### src/rtl/wb_initiator_if.sv
// rtl/wb_initiator_if.sv - Wishbone classic bus signal bundle with master/slave views
interface wb_bus;
  logic [31:0] addr;
  logic [31:0] wdata;
  logic [31:0] rdata;
  logic [3:0]  sel;
  logic        we;
  logic        cyc;
  logic        stb;
  logic        ack;
  logic        err;

  modport master (
    output addr, wdata, sel, we, cyc, stb,
    input  ack, err, rdata
  );

  modport slave (
    input  addr, wdata, sel, we, cyc, stb,
    output ack, err, rdata
  );
endinterface

### src/rtl/wb_initiator.sv
// rtl/wb_initiator.sv - single-outstanding Wishbone classic initiator with timeout
module wb_initiator #(
  parameter int TimeoutCycles = 255,
  parameter bit CheckAlign    = 1'b1
) (
  input  logic        clk_in,
  input  logic        reset_in,
  wb_bus.master       bus_master,
  input  logic        req_valid,
  output logic        req_ready,
  input  logic [31:0] req_addr,
  input  logic [31:0] req_wdata,
  input  logic        req_we,
  input  logic [3:0]  req_sel,
  output logic        resp_valid,
  input  logic        resp_ready,
  output logic [31:0] resp_rdata,
  output logic        resp_err
);

  typedef enum logic [1:0] {IDLE, ACTIVE, RESP} state_t;

  localparam logic [15:0] LastCount = 16'(TimeoutCycles - 1);

  state_t      state_q, state_d;
  logic [15:0] cnt_q, cnt_d;
  logic [31:0] addr_q, wdata_q;
  logic [3:0]  sel_q;
  logic        we_q;
  logic        load;
  logic        finish;
  logic        fin_err;
  logic [31:0] fin_rdata;
  logic        misaligned;

  assign misaligned = CheckAlign && (req_addr[1:0] != 2'b00);

  // cyc/stb decode straight from the state register so reset drops them without a clock
  assign bus_master.cyc   = (state_q == ACTIVE);
  assign bus_master.stb   = (state_q == ACTIVE);
  assign bus_master.addr  = addr_q;
  assign bus_master.wdata = wdata_q;
  assign bus_master.sel   = sel_q;
  assign bus_master.we    = we_q;

  always_comb begin
    state_d    = state_q;
    cnt_d      = cnt_q;
    req_ready  = 1'b0;
    resp_valid = 1'b0;
    load       = 1'b0;
    finish     = 1'b0;
    fin_err    = 1'b0;
    fin_rdata  = '0;
    case (state_q)
      IDLE: begin
        req_ready = 1'b1;
        if (req_valid) begin
          cnt_d = '0;
          if (misaligned) begin
            state_d = RESP;
            finish  = 1'b1;
            fin_err = 1'b1;
          end else begin
            state_d = ACTIVE;
            load    = 1'b1;
          end
        end
      end
      ACTIVE: begin
        // err outranks ack; ack in the final allowed cycle still beats the timeout
        if (bus_master.err) begin
          state_d = RESP;
          finish  = 1'b1;
          fin_err = 1'b1;
        end else if (bus_master.ack) begin
          state_d   = RESP;
          finish    = 1'b1;
          fin_rdata = we_q ? 32'h0 : bus_master.rdata;
        end else if (cnt_q == LastCount) begin
          state_d = RESP;
          finish  = 1'b1;
          fin_err = 1'b1;
        end else begin
          cnt_d = (cnt_q == 16'hFFFF) ? cnt_q : cnt_q + 16'd1;
        end
      end
      RESP: begin
        resp_valid = 1'b1;
        if (resp_ready) begin
          state_d = IDLE;
        end
      end
      default: begin
        state_d = IDLE;
      end
    endcase
  end

  always_ff @(posedge clk_in or negedge reset_in) begin
    if (!reset_in) begin
      state_q    <= IDLE;
      cnt_q      <= '0;
      addr_q     <= '0;
      wdata_q    <= '0;
      sel_q      <= '0;
      we_q       <= 1'b0;
      resp_rdata <= '0;
      resp_err   <= 1'b0;
    end else begin
      state_q <= state_d;
      cnt_q   <= cnt_d;
      if (load) begin
        addr_q  <= req_addr;
        wdata_q <= req_wdata;
        sel_q   <= req_sel;
        we_q    <= req_we;
      end else if (finish) begin
        sel_q <= '0;
        we_q  <= 1'b0;
      end
      if (finish) begin
        resp_rdata <= fin_rdata;
        resp_err   <= fin_err;
      end
    end
  end

endmodule

### src/flat_wrapper.sv
// flat-port wrapper written by rule: the top's interface ports become plain ports
module wb_initiator_flat 
#(
  parameter int TimeoutCycles = 255,
  parameter bit CheckAlign    = 1'b1
)
  (clk_in, reset_in, req_valid, req_ready, req_addr, req_wdata, req_we, req_sel, resp_valid, resp_ready, resp_rdata, resp_err, bus_master_addr, bus_master_wdata, bus_master_sel, bus_master_we, bus_master_cyc, bus_master_stb, bus_master_ack, bus_master_err, bus_master_rdata);
  wb_bus bus_master_i ();
  input  logic clk_in;
  input  logic reset_in;
  input  logic req_valid;
  output logic req_ready;
  input  logic [31:0] req_addr;
  input  logic [31:0] req_wdata;
  input  logic req_we;
  input  logic [3:0] req_sel;
  output logic resp_valid;
  input  logic resp_ready;
  output logic [31:0] resp_rdata;
  output logic resp_err;
  output wire logic [$bits(bus_master_i.addr)-1:0] bus_master_addr;
  output wire logic [$bits(bus_master_i.wdata)-1:0] bus_master_wdata;
  output wire logic [$bits(bus_master_i.sel)-1:0] bus_master_sel;
  output wire logic [$bits(bus_master_i.we)-1:0] bus_master_we;
  output wire logic [$bits(bus_master_i.cyc)-1:0] bus_master_cyc;
  output wire logic [$bits(bus_master_i.stb)-1:0] bus_master_stb;
  input wire logic [$bits(bus_master_i.ack)-1:0] bus_master_ack;
  input wire logic [$bits(bus_master_i.err)-1:0] bus_master_err;
  input wire logic [$bits(bus_master_i.rdata)-1:0] bus_master_rdata;
  assign bus_master_addr = bus_master_i.addr;
  assign bus_master_wdata = bus_master_i.wdata;
  assign bus_master_sel = bus_master_i.sel;
  assign bus_master_we = bus_master_i.we;
  assign bus_master_cyc = bus_master_i.cyc;
  assign bus_master_stb = bus_master_i.stb;
  assign bus_master_i.ack = bus_master_ack;
  assign bus_master_i.err = bus_master_err;
  assign bus_master_i.rdata = bus_master_rdata;
  wb_initiator #(.TimeoutCycles(TimeoutCycles), .CheckAlign(CheckAlign)) u_core (.clk_in(clk_in), .reset_in(reset_in), .bus_master(bus_master_i), .req_valid(req_valid), .req_ready(req_ready), .req_addr(req_addr), .req_wdata(req_wdata), .req_we(req_we), .req_sel(req_sel), .resp_valid(resp_valid), .resp_ready(resp_ready), .resp_rdata(resp_rdata), .resp_err(resp_err));
endmodule
### config.mk
export PLATFORM = sky130hd
export DESIGN_NAME = wb_initiator_flat
export DESIGN_NICKNAME = d
export VERILOG_FILES = /design/src/rtl/wb_initiator_if.sv /design/src/rtl/wb_initiator.sv /design/src/flat_wrapper.sv
export SDC_FILE = /design/constraint.sdc
export NUM_CORES = 1
export LEC_CHECK = 0
export ABC_CLOCK_PERIOD_IN_PS = 2600
export CAP_MARGIN = 30
export CORE_ASPECT_RATIO = 1.5
export CORE_MARGIN = 2
export CORE_UTILIZATION = 40
export DETAILED_ROUTE_END_ITERATION = 10
export GPL_TIMING_DRIVEN = 0
export PLACE_DENSITY = 0.79
export SYNTH_ARGS = -nofsm -noshare
export SYNTH_HDL_FRONTEND = slang
export SYNTH_SLANG_ARGS = --single-unit
### constraint.sdc
create_clock -name clk_in -period 2.6 [get_ports clk_in]
set_input_delay 0.26 -clock clk_in [delete_from_list [all_inputs] [get_ports clk_in]]
set_output_delay 0.26 -clock clk_in [all_outputs]
set_load 0.1 [all_outputs]
==> results of run 1 <==
[sequential cells by signal (all words and copies together) (netlist names)]
signal                   cells
u_core.bus_master.sel        4
u_core.state_q               2
u_core.resp_err              1
u_core.resp_rdata           32
u_core.cnt_q                16
u_core.bus_master.addr      32
u_core.bus_master.wdata     32
u_core.bus_master.we         1
[per-layer routing]
| metal | part of all wire (%) | up-vias | GRT usage, % |
|---|---|---|---|
| li1 | - | 2086 | - |
| met2 | 53 | 168 | 39.7 |
| met4 | 3.6 | 0 | 10.6 |
| met3 | 6.8 | 35 | 6.96 |
| met5 | 0 | - | 0 |
| met1 | 37 | 2148 | 26.7 |
[worst min-delay path by stage]
stage	end	slack [ns]	depth (start not counted)
2_1_floorplan	u_core.bus_master.addr[0]$_DFFE_PN0P_	-0.04	0
3_3_place_gp	u_core.bus_master.addr[13]$_DFFE_PN0P_	0.46	2
3_5_place_dp	u_core.bus_master.addr[21]$_DFFE_PN0P_	0.17	1
4_1_cts	u_core.bus_master.addr[22]$_DFFE_PN0P_	0.30	2
5_1_grt	u_core.bus_master.addr[22]$_DFFE_PN0P_	0.33	2
6_report	u_core.bus_master.addr[21]$_DFFE_PN0P_	0.30	2
[Yosys cell counts, types with 4 or more instances]
library cell    n  area, um^2
buf_2           8        40.0
nand2_1       198         743
clkbuf_1       14        52.6
nor2_1         12        45.0
a22o_1         37         324
o21ai_1         8        40.0
nor3_1          4        20.0
nand3_1        14        70.1
a21oi_1         4        20.0
dfrtp_1       120        3000
nand4_1         4        25.0
o21ai_0         4        20.0
[cell families after synthesis]
group	share of synthesized area, %
AND/OR/NAND/NOR	22.7
adder cells (fa/ha/maj)	0.517
flip-flops	62.0
AO/OA/AOI/OAI	11.5
buffers and inverters	2.46
multiplexers	0.439
XOR/XNOR	0.362
[area by class of cell]
| type | count | area share (%) |
|---|---|---|
| Clock buffer | 18 | 5.61 |
| Inverter | 3 | 0.144 |
| Buffer | 24 | 1.37 |
| Tap cell | 153 | 2.44 |
| Clock inverter | 14 | 2.54 |
| Multi-Input combinational cell | 333 | 22.0 |
| Timing Repair Buffer | 214 | 27.5 |
| Sequential cell | 120 | 38.3 |
[stage by stage]
| stage | utilization (%) | power (W) | setup slack, ns | cell area [um^2] |
|---|---|---|---|---|
| finish | 65.9 | 0.00869 | 0.118 | 7840 |
| CTS | 65.8 | 0.00874 | 0.0881 | 7830 |
| floorplan | - | 0.00515 | 0.0715 | 4840 |
| global placement | 60.2 | 0.00616 | -3.30 | 7160 |
| detailed placement | 60.4 | 0.00620 | -0.0394 | 7190 |
| global route | 65.9 | 0.00899 | 0.0385 | 7840 |
[worst max-delay path, delay by kind of cell (launching register included)]
| kind | cells | cell delay [ns] |
|---|---|---|
| flops | 1 | 0.44 |
| simple gates | 1 | 0.18 |
| buf+inv | 3 | 1.19 |
[power by group through the flow]
| stage | Clock, W | Combinational (W) | Sequential [W] |
|---|---|---|---|
| floorplan | 0 | 0.000411 | 0.00474 |
| global placement | 0 | 0.00376 | 0.00240 |
| detailed placement | 0 | 0.00379 | 0.00241 |
| CTS | 0.00255 | 0.00381 | 0.00239 |
| global route | 0.00264 | 0.00392 | 0.00243 |
| finish | 0.00251 | 0.00379 | 0.00239 |
[cell usage in the layout (no fill, tap or decap), types with 8 or more instances in the layout]
master and n:
clkdlybuf4s50_1 209, nand2_1 198, dfrtp_1 120, a22o_1 37, clkbuf_16 17, clkbuf_1 14
nand3_1 14, nor2_1 11, buf_2 8, o21ai_1 8
[what timing repair did]
| item | CTS | global route |
|---|---|---|
| cloned | 0 | 0 |
| endpoints found under the hold margin | 33 | 0 |
| hold buffers | 1 | 0 |
| resized for setup | 3 | 1 |
| endpoints found under the setup margin | 2 | 5 |
| pin swaps | 0 | 0 |
==> results.yml, run 1 <==
status:
  outcome: "complete, no violations"
finish:
  diodes: 0
  area.sequential_um2: 3000
  fillers: 936
  drive_above_1_share_pct: 7.85
  synthToLayoutAreaGrowth_pct: 61.9
  nets: 822
  stdcell_count: 879
  multi_input_area_um2: 1730
cts:
  clock-root-buffer: "clkbuf_16"
  cts_buffer_depth: 2
  cts.clk_slew.worst_paths_ns: 0.06
  worstSkewPairLatency_ns: 0.41
  cts_tree: "yes"
  cts_buffers: 17
  post_cts_buffers: 0
  clock-sinks: 120
  cts_max_level: 4
setup_path:
  crit_path_end: "bus_master_cyc"
  setup.worst_path.start: "u_core.state_q[1]$_DFFE_PN0P_"
  worstSetupEndpointType: "primary output"
  max_stage_delay_ns: 0.87
  startpoint_type: "register"
  worst-setup-path-type: "reg -> out"
  r2r_slack_ns: 0.21
  reg2reg_from: "u_core.cnt_q[0]$_DFFE_PN0P_"
  critPathSlowestCell: "dlygate4sd2_1"
  cp_data_arrival_time_ns: 2.22
  r2r-end: "u_core.resp_rdata[19]$_DFFE_PN0P_"
  r2r_cells: 8
  cp_data_required_time_ns: 2.34
  crit_chain: "nand2b_1 > buf_4 > inv_2 > dlygate4sd2_1"
  cp_max_fo: 10
grt:
  grt_usage_pct: 23.4
  antenna_found_initial: 0
  grt_first_pass_wirelength_um: 24000
  grt_pass1_vias: 4791
  overflow: 0
  grt_max_degree: 88
synthesis:
  synth_warnings: 0
  yosys_register_bits: 120
  synth-edff-count: 0
  syn-mean-instance-area_um2: 10.1
  synth_ff_type: "dfrtp_1"
  synthDistinctLibCells: 47
  syn_area_um2: 4840
  syn-instance-count: 480
  ys_async_sr_fraction_pct: 100
  ys_seq_area_share_pct: 62.0
  synth_nets: 589
floorplan:
  die_h_um: 139
  start_util_pct: 40.7
  io_pins: 213
  die_w_um: 93.8
  row_count: 49
  die_area_um2: 13000
  core_um2: 11900
routing:
  vias: 4437
  route.detailed.drc: 0
  drtIter0Drc: 216
  vias_per_cell: 5.05
  wire_per_inst_um: 16.4
  antenna_left: 0
  totalWireLength_um: 14400
  firstDrtPassIters: 5
timing:
  skew_ns: 0.00989
  final-setup-viol-count: 0
  finalSetupTns_ns: 0
  slew_headroom_pct: 30.8
  fmax_ghz: 0.403
  min_period_over_period_pct: 95.4
  rsz0062_at_grt: "false"
  finalHoldViolCount: 0
  tightest_slew_ns: 1.04
  hold-worst-slack_ns: 0.305
  period_needed_ns: 2.48
  maxSlewViolCount: 0
placement:
  dp.cells: 846
  hpwlAfterDp_um: 10600
  gp_congestion: 0.880
  port_buffers: 212
power:
  p_comb_share_pct: 43.6
  seqPwrFrac_pct: 27.5
  p_leak_nw: 3.65
  switching_share_pct: 46.3
  internal_power_w: 0.00467
  power.density_nw_per_um2: 1110
  switching_power_w: 0.00402
  peakVddDrop_mv: 0.892
  p_clk_share_pct: 28.9
worst_hold_path:
  hp-class: "in -> async"
run:
  cap_violations: 0
(Power assumes the default switching activity.)
==> inputs of run 2 (changes only) <==
--- a/config.mk
+++ b/config.mk
@@ -5,9 +5,9 @@
 export SDC_FILE = /design/constraint.sdc
 export NUM_CORES = 1
 export LEC_CHECK = 0
-export ABC_CLOCK_PERIOD_IN_PS = 2600
+export ABC_CLOCK_PERIOD_IN_PS = 3000
 export CAP_MARGIN = 30
-export CORE_ASPECT_RATIO = 1.5
+export CORE_ASPECT_RATIO = 0.6
 export CORE_MARGIN = 2
 export CORE_UTILIZATION = 40
 export DETAILED_ROUTE_END_ITERATION = 10
==> constraint.sdc (replaced) <==
create_clock -name clk_in -period 3 [get_ports clk_in]
set_input_delay 0.3 -clock clk_in [delete_from_list [all_inputs] [get_ports clk_in]]
set_output_delay 0.3 -clock clk_in [all_outputs]
set_load 0.1 [all_outputs]
==> run 2 against run 1 <==
  * Sequential cell count is the same
  * Worst setup slack lost 0.0094 ns
  * Sequential power shrank 13%
  * Combinational power shrank 13%
  * Sequential share of layout area grew 0.30 points
  * Die area is essentially flat
  * Design area shrank 0.78%
  * Core utilization shrank 0.80 points
  * Via count is essentially flat
  * Power shrank 16%
  * Wire length grew 0.37%
  * Clock skew grew 0.0015 ns
==> results.yml, run 2 (synthesis results as in run 1) <==
power:
  peakVddDrop_mv: 0.776
  p_leak_nw: 3.60
  power.density_nw_per_um2: 938
floorplan:
  start_util_pct: 40.5
  io_pins: 213
  row_count: 31
  die_area_um2: 13000
  die_h_um: 89.2
  die_w_um: 146
  core_um2: 11900
cts:
  worstSkewPairLatency_ns: 0.41
  clock-root-buffer: "clkbuf_16"
  cts_buffers: 17
  post_cts_buffers: 0
  holdBufCountCts: 1
  cts_tree: "yes"
  cts.clk_slew.worst_paths_ns: 0.06
  cts_buffer_depth: 2
  post_cts_resized: 0
  cts_max_level: 4
  clock-sinks: 120
timing:
  fin_ws_ns: 0.109
  maxSlewViolCount: 0
  final-setup-viol-count: 0
  period_needed_ns: 2.89
  tightest_slew_ns: 1.02
  skew_ns: 0.0114
  finalHoldViolCount: 0
  fmax_ghz: 0.346
  min_period_over_period_pct: 96.4
  rsz0062_at_grt: "false"
  slew_headroom_pct: 31.7
status:
  outcome: "complete, no violations"
finish:
  nets: 822
  diodes: 0
  final_cell_area_um2: 7770
  drive_above_1_share_pct: 7.30
  multi_input_area_um2: 1720
  synthToLayoutAreaGrowth_pct: 60.6
  final_common_cell: "clkdlybuf4s50_1"
  fillers: 974
  stdcell_count: 891
  fin_util_pct: 65.1
  area.sequential_um2: 3000
  layout_common_cells: "clkdlybuf4s50_1 (211), nand2_1 (198), dfrtp_1 (120), a22o_1 (37), clkbuf_16 (17)"
run:
  cap_violations: 0
placement:
  place_ws_ns: 0.439
  gp_congestion: 0.905
  post_dp_cell_area_um2: 7200
  port_buffers: 212
  hpwlAfterDp_um: 10600
  dp.cells: 858
routing:
  totalWireLength_um: 14400
  wire_per_inst_um: 16.2
  antenna_left: 0
  firstDrtPassIters: 5
  vias_per_cell: 4.98
  route.detailed.drc: 0
  vias: 4438
  drtIter0Drc: 275
setup_path:
  r2r_cells: 8
  reg2reg_from: "u_core.cnt_q[0]$_DFFE_PN0P_"
  cp_data_arrival_time_ns: 2.59
  worstSetupEndpointType: "primary output"
  setup.worst_path.start: "u_core.state_q[1]$_DFFE_PN0P_"
  startpoint_type: "register"
  cp_max_fo: 10
  cp_data_required_time_ns: 2.70
  worst-setup-path-type: "reg -> out"
worst_hold_path:
  hp-class: "in -> async"
grt:
  grt_first_pass_wirelength_um: 22600
  overflow: 0
  grt_pass1_vias: 4394
  grt_max_degree: 102
  grt_usage_pct: 22.4
  antenna_found_initial: 0
run 2: cell count changes in the layout (fill, tap and decap cells not counted):
cell	before	now
clkinv_4	6	1
bufinv_16	4	2
clkinv_2	2	6
nor3_1	3	4
nor3_2	1	0
clkbuf_8	1	0
clkdlybuf4s50_1	209	211
buf_4	3	2
dlygate4sd2_1	1	0
clkbuf_1	14	16
clkinvlp_4	1	3
run 2: final timing paths:
check	endpoint	slack (ns)
worst max-delay path	bus_master_stb	0.11
worst min-delay path	u_core.bus_master.addr[5]$_DFFE_PN0P_	0.30
worst max register to register	u_core.resp_rdata[5]$_DFFE_PN0P_	0.64
worst min register to register	u_core.bus_master.wdata[22]$_DFFE_PN0P_	0.47
max in group asynchronous	u_core.bus_master.we$_DFFE_PN0P_	1.93
min in group clk_in	u_core.bus_master.wdata[22]$_DFFE_PN0P_	0.41
run 2: layout make-up:
cell class / count / area share (%)
plain buffers: 24 / 1.38
well taps: 165 / 2.66
inverters: 3 / 0.145
multi-input cells: 333 / 22.1
flip-flops and latches: 120 / 38.6
clock buffers: 19 / 5.57
repair buffers: 214 / 27.8
clock inverters: 13 / 1.67
run 2: metal layers:
layer	track usage (%)	up-vias	wire length, um
met5	0	-	0
met4	8.74	0	181
met3	7.76	17	1340
met2	34.5	217	6470
met1	29.6	2114	6450
li1	-	2090	-
run 2: power breakdown:
part	switching (W)	internal (W)
Combinational	0.00255	0.000729
Clock	0.000727	0.00121
Sequential	0.000170	0.00190
Total	0.00344	0.00384
run 2: metrics by stage:
step,total power (W),TNS (ns),hold slack [ns]
5_1_grt,0.00756,0,0.296
3_3_place_gp,0.00532,-340.77,0.458
6_report,0.00729,0,0.296
2_1_floorplan,0.00446,0,0.00441
3_5_place_dp,0.00538,0,0.154
4_1_cts,0.00735,0,0.281
run 2: worst max-delay path, stage by stage, from the launching register on:
cell and delay [ns]:
dfrtp_1 0.45, nand2b_1 0.17, buf_4 0.18, inv_2 0.14
buf_4 0.13, clkdlybuf4s50_1 1.11
==> inputs of run 3 (changes only) <==
--- a/config.mk
+++ b/config.mk
@@ -5,14 +5,14 @@
 export SDC_FILE = /design/constraint.sdc
 export NUM_CORES = 1
 export LEC_CHECK = 0
-export ABC_CLOCK_PERIOD_IN_PS = 3000
+export ABC_CLOCK_PERIOD_IN_PS = 3660
 export CAP_MARGIN = 30
 export CORE_ASPECT_RATIO = 0.6
 export CORE_MARGIN = 2
-export CORE_UTILIZATION = 40
+export CORE_UTILIZATION = 45
 export DETAILED_ROUTE_END_ITERATION = 10
 export GPL_TIMING_DRIVEN = 0
-export PLACE_DENSITY = 0.79
+export PLACE_DENSITY = 0.87
 export SYNTH_ARGS = -nofsm -noshare
 export SYNTH_HDL_FRONTEND = slang
 export SYNTH_SLANG_ARGS = --single-unit
==> constraint.sdc (replaced) <==
create_clock -name clk_in -period 3.66 [get_ports clk_in]
set_input_delay 0.366 -clock clk_in [delete_from_list [all_inputs] [get_ports clk_in]]
set_output_delay 0.366 -clock clk_in [all_outputs]
set_load 0.1 [all_outputs]
==> run 3 against run 2 <==
  * Clock skew fell by 0.00071 ns
  * Worst hold slack improved by 0.15 ns
  * Clock-buffer cell count fell by 2
  * Via count barely moved
  * Cell count fell by 2.9%
  * Sequential power fell by 18%
  * Sequential cell count did not move
  * First-iteration DRC count fell by 20%
  * Largest power group unchanged
  * Register-to-register slack improved by 0.57 ns
  * Worst setup slack improved by 0.62 ns
==> results.yml, run 3 (synthesis results as in run 1) <==
setup_path:
  cp_max_fo: 10
  worst-setup-path-type: "reg -> out"
  cp_data_required_time_ns: 3.29
  worst-path-buf-inv: 4
  critPathSlowestCell: "clkdlybuf4s50_1"
  r2r_slack_ns: 1.21
  crit_family: "buffers and inverters"
  max_stage_delay_ns: 1.11
  startpoint_type: "register"
  worstSetupEndpointType: "primary output"
  crit_chain: "nand2b_1 > buf_4 > inv_2 > buf_4 > clkdlybuf4s50_1"
  critical_path.most_common_cell: "buf_4"
  cp_data_arrival_time_ns: 2.56
grt:
  grt_util_met3_pct: 8.94
  grt_usage_pct: 25.6
  use_met2_pct: 41.3
  grt_max_degree: 76
  grt_first_pass_wirelength_um: 22800
  grt_util_met1_pct: 32.4
  grt_pass1_vias: 4530
  top_usage_layer: "met2"
  antenna_found_initial: 0
  overflow: 0
power:
  peakVddDrop_mv: 0.690
  p_leak_nw: 3.63
  totalPowerFinal_w: 0.00616
  power.density_nw_per_um2: 789
routing:
  vias: 4439
  route.detailed.drc: 0
  antenna_left: 0
  drtIter0Drc: 219
  wire_per_inst_um: 16.6
  totalWireLength_um: 14400
  vias_per_cell: 5.13
  firstDrtPassIters: 5
floorplan:
  core_um2: 10500
  die_w_um: 138
  start_util_pct: 46.0
  row_count: 29
  die_h_um: 84.3
  die_area_um2: 11600
  io_pins: 213
cts:
  cts_buffer_depth: 2
  cts_buffers: 17
  worstSkewPairLatency_ns: 0.40
  cts.clk_slew.worst_paths_ns: 0.06
  clock-sinks: 120
  cts_tree: "yes"
  clock-root-buffer: "clkbuf_16"
  cts_max_level: 4
  post_cts_buffers: 0
finish:
  fillers: 704
  synthToLayoutAreaGrowth_pct: 61.4
  diodes: 0
  nets: 822
  drive_above_1_share_pct: 7.44
  layout_common_cells: "clkdlybuf4s50_1 (211), nand2_1 (198), dfrtp_1 (120), a22o_1 (37), clkbuf_16 (17)"
  final_common_cell: "clkdlybuf4s50_1"
placement:
  hpwlAfterDp_um: 10500
  port_buffers: 212
  gp_congestion: 0.875
  place_ws_ns: 1.07
timing:
  fmax_ghz: 0.341
  min_period_over_period_pct: 80.1
  rsz0062_at_grt: "false"
  period_needed_ns: 2.93
  hold-worst-slack_ns: 0.445
  slew_headroom_pct: 31.9
  finalSetupTns_ns: 0
  tightest_slew_ns: 1.02
  fin_ws_ns: 0.729
  finalHoldViolCount: 0
  maxSlewViolCount: 0
  skew_ns: 0.0107
  final-setup-viol-count: 0
status:
  outcome: "complete, no violations"
run:
  cap_violations: 0
worst_hold_path:
  hp-class: "in -> async"
==> run 3: cell count changes in the layout (fill, tap and decap cells not counted), sizes merged <==
cell      change
bufinv        +2
clkbuf        -2
clkinv        -3
clkinvlp      -1
inv           +4
==> run 3: worst reg2reg max path, stage by stage, from the launching register on <==
cell and delay (ns):
dfrtp_1 0.45, inv_1 0.09, ha_1 0.15, nor4b_1 0.34, nand4_2 0.34, a21oi_2 0.30
nor2_1 0.17, buf_2 0.23, a22o_1 0.27
==> run 3: path summary, 6_finish.rpt <==
path / from / end / cells after the start
setup / recovery: u_core.state_q[1]$_DFFE_PN0P_ / bus_master_stb / 5
hold / removal: reset_in / u_core.bus_master.addr[31]$_DFFE_PN0P_ / 2
setup reg to reg: u_core.cnt_q[0]$_DFFE_PN0P_ / u_core.resp_rdata[25]$_DFFE_PN0P_ / 8
hold reg to reg: u_core.bus_master.wdata[23]$_DFFE_PN0P_ / u_core.bus_master.wdata[23]$_DFFE_PN0P_ / 2
max in group asynchronous: reset_in / u_core.bus_master.wdata[28]$_DFFE_PN0P_ / 3
min in group clk_in: u_core.bus_master.wdata[23]$_DFFE_PN0P_ / u_core.bus_master.wdata[23]$_DFFE_PN0P_ / 2
==> run 3: cell type report <==
type                    instances  area [um^2]  area share [%]
plain buffers                  24          108            1.38
inverters                       3         11.3           0.144
repair buffers                214         2160            27.6
clock inverters                15          214            2.74
multi-input cells             333         1720            22.0
flip-flops and latches        120         3000            38.4
well taps                     139          174            2.23
clock buffers                  17          425            5.44
==> run 3: through the flow <==
step | std cells | instance area [um^2] | utilization [%]
global route | 865 | 7820 | 74.3
floorplan | 480 | 4840 | -
finish | 865 | 7820 | 74.3
global placement | 831 | 7140 | 67.8
detailed placement | 832 | 7170 | 68.1
CTS | 865 | 7820 | 74.3
==> run 3: routing by layer <==
metal / part of all wire, % / routed length (um)
met1: 42 / 6040
met4: 1.8 / 260
met5: 0 / 0
met2: 47 / 6760
met3: 9.1 / 1310
==> run 3: what timing repair did <==
action                    4_1_cts  5_1_grt
hold buffers                    1        0
hold endpoints to repair       45        0
gates resized for setup         0        0
==> run 3: power by group <==
group	internal (W)	total, W	switching, W
clock network	0.00115	0.00178	0.000627
logic	0.000598	0.00269	0.00209
registers	0.00156	0.00169	0.000137
total	0.00331	0.00616	0.00285
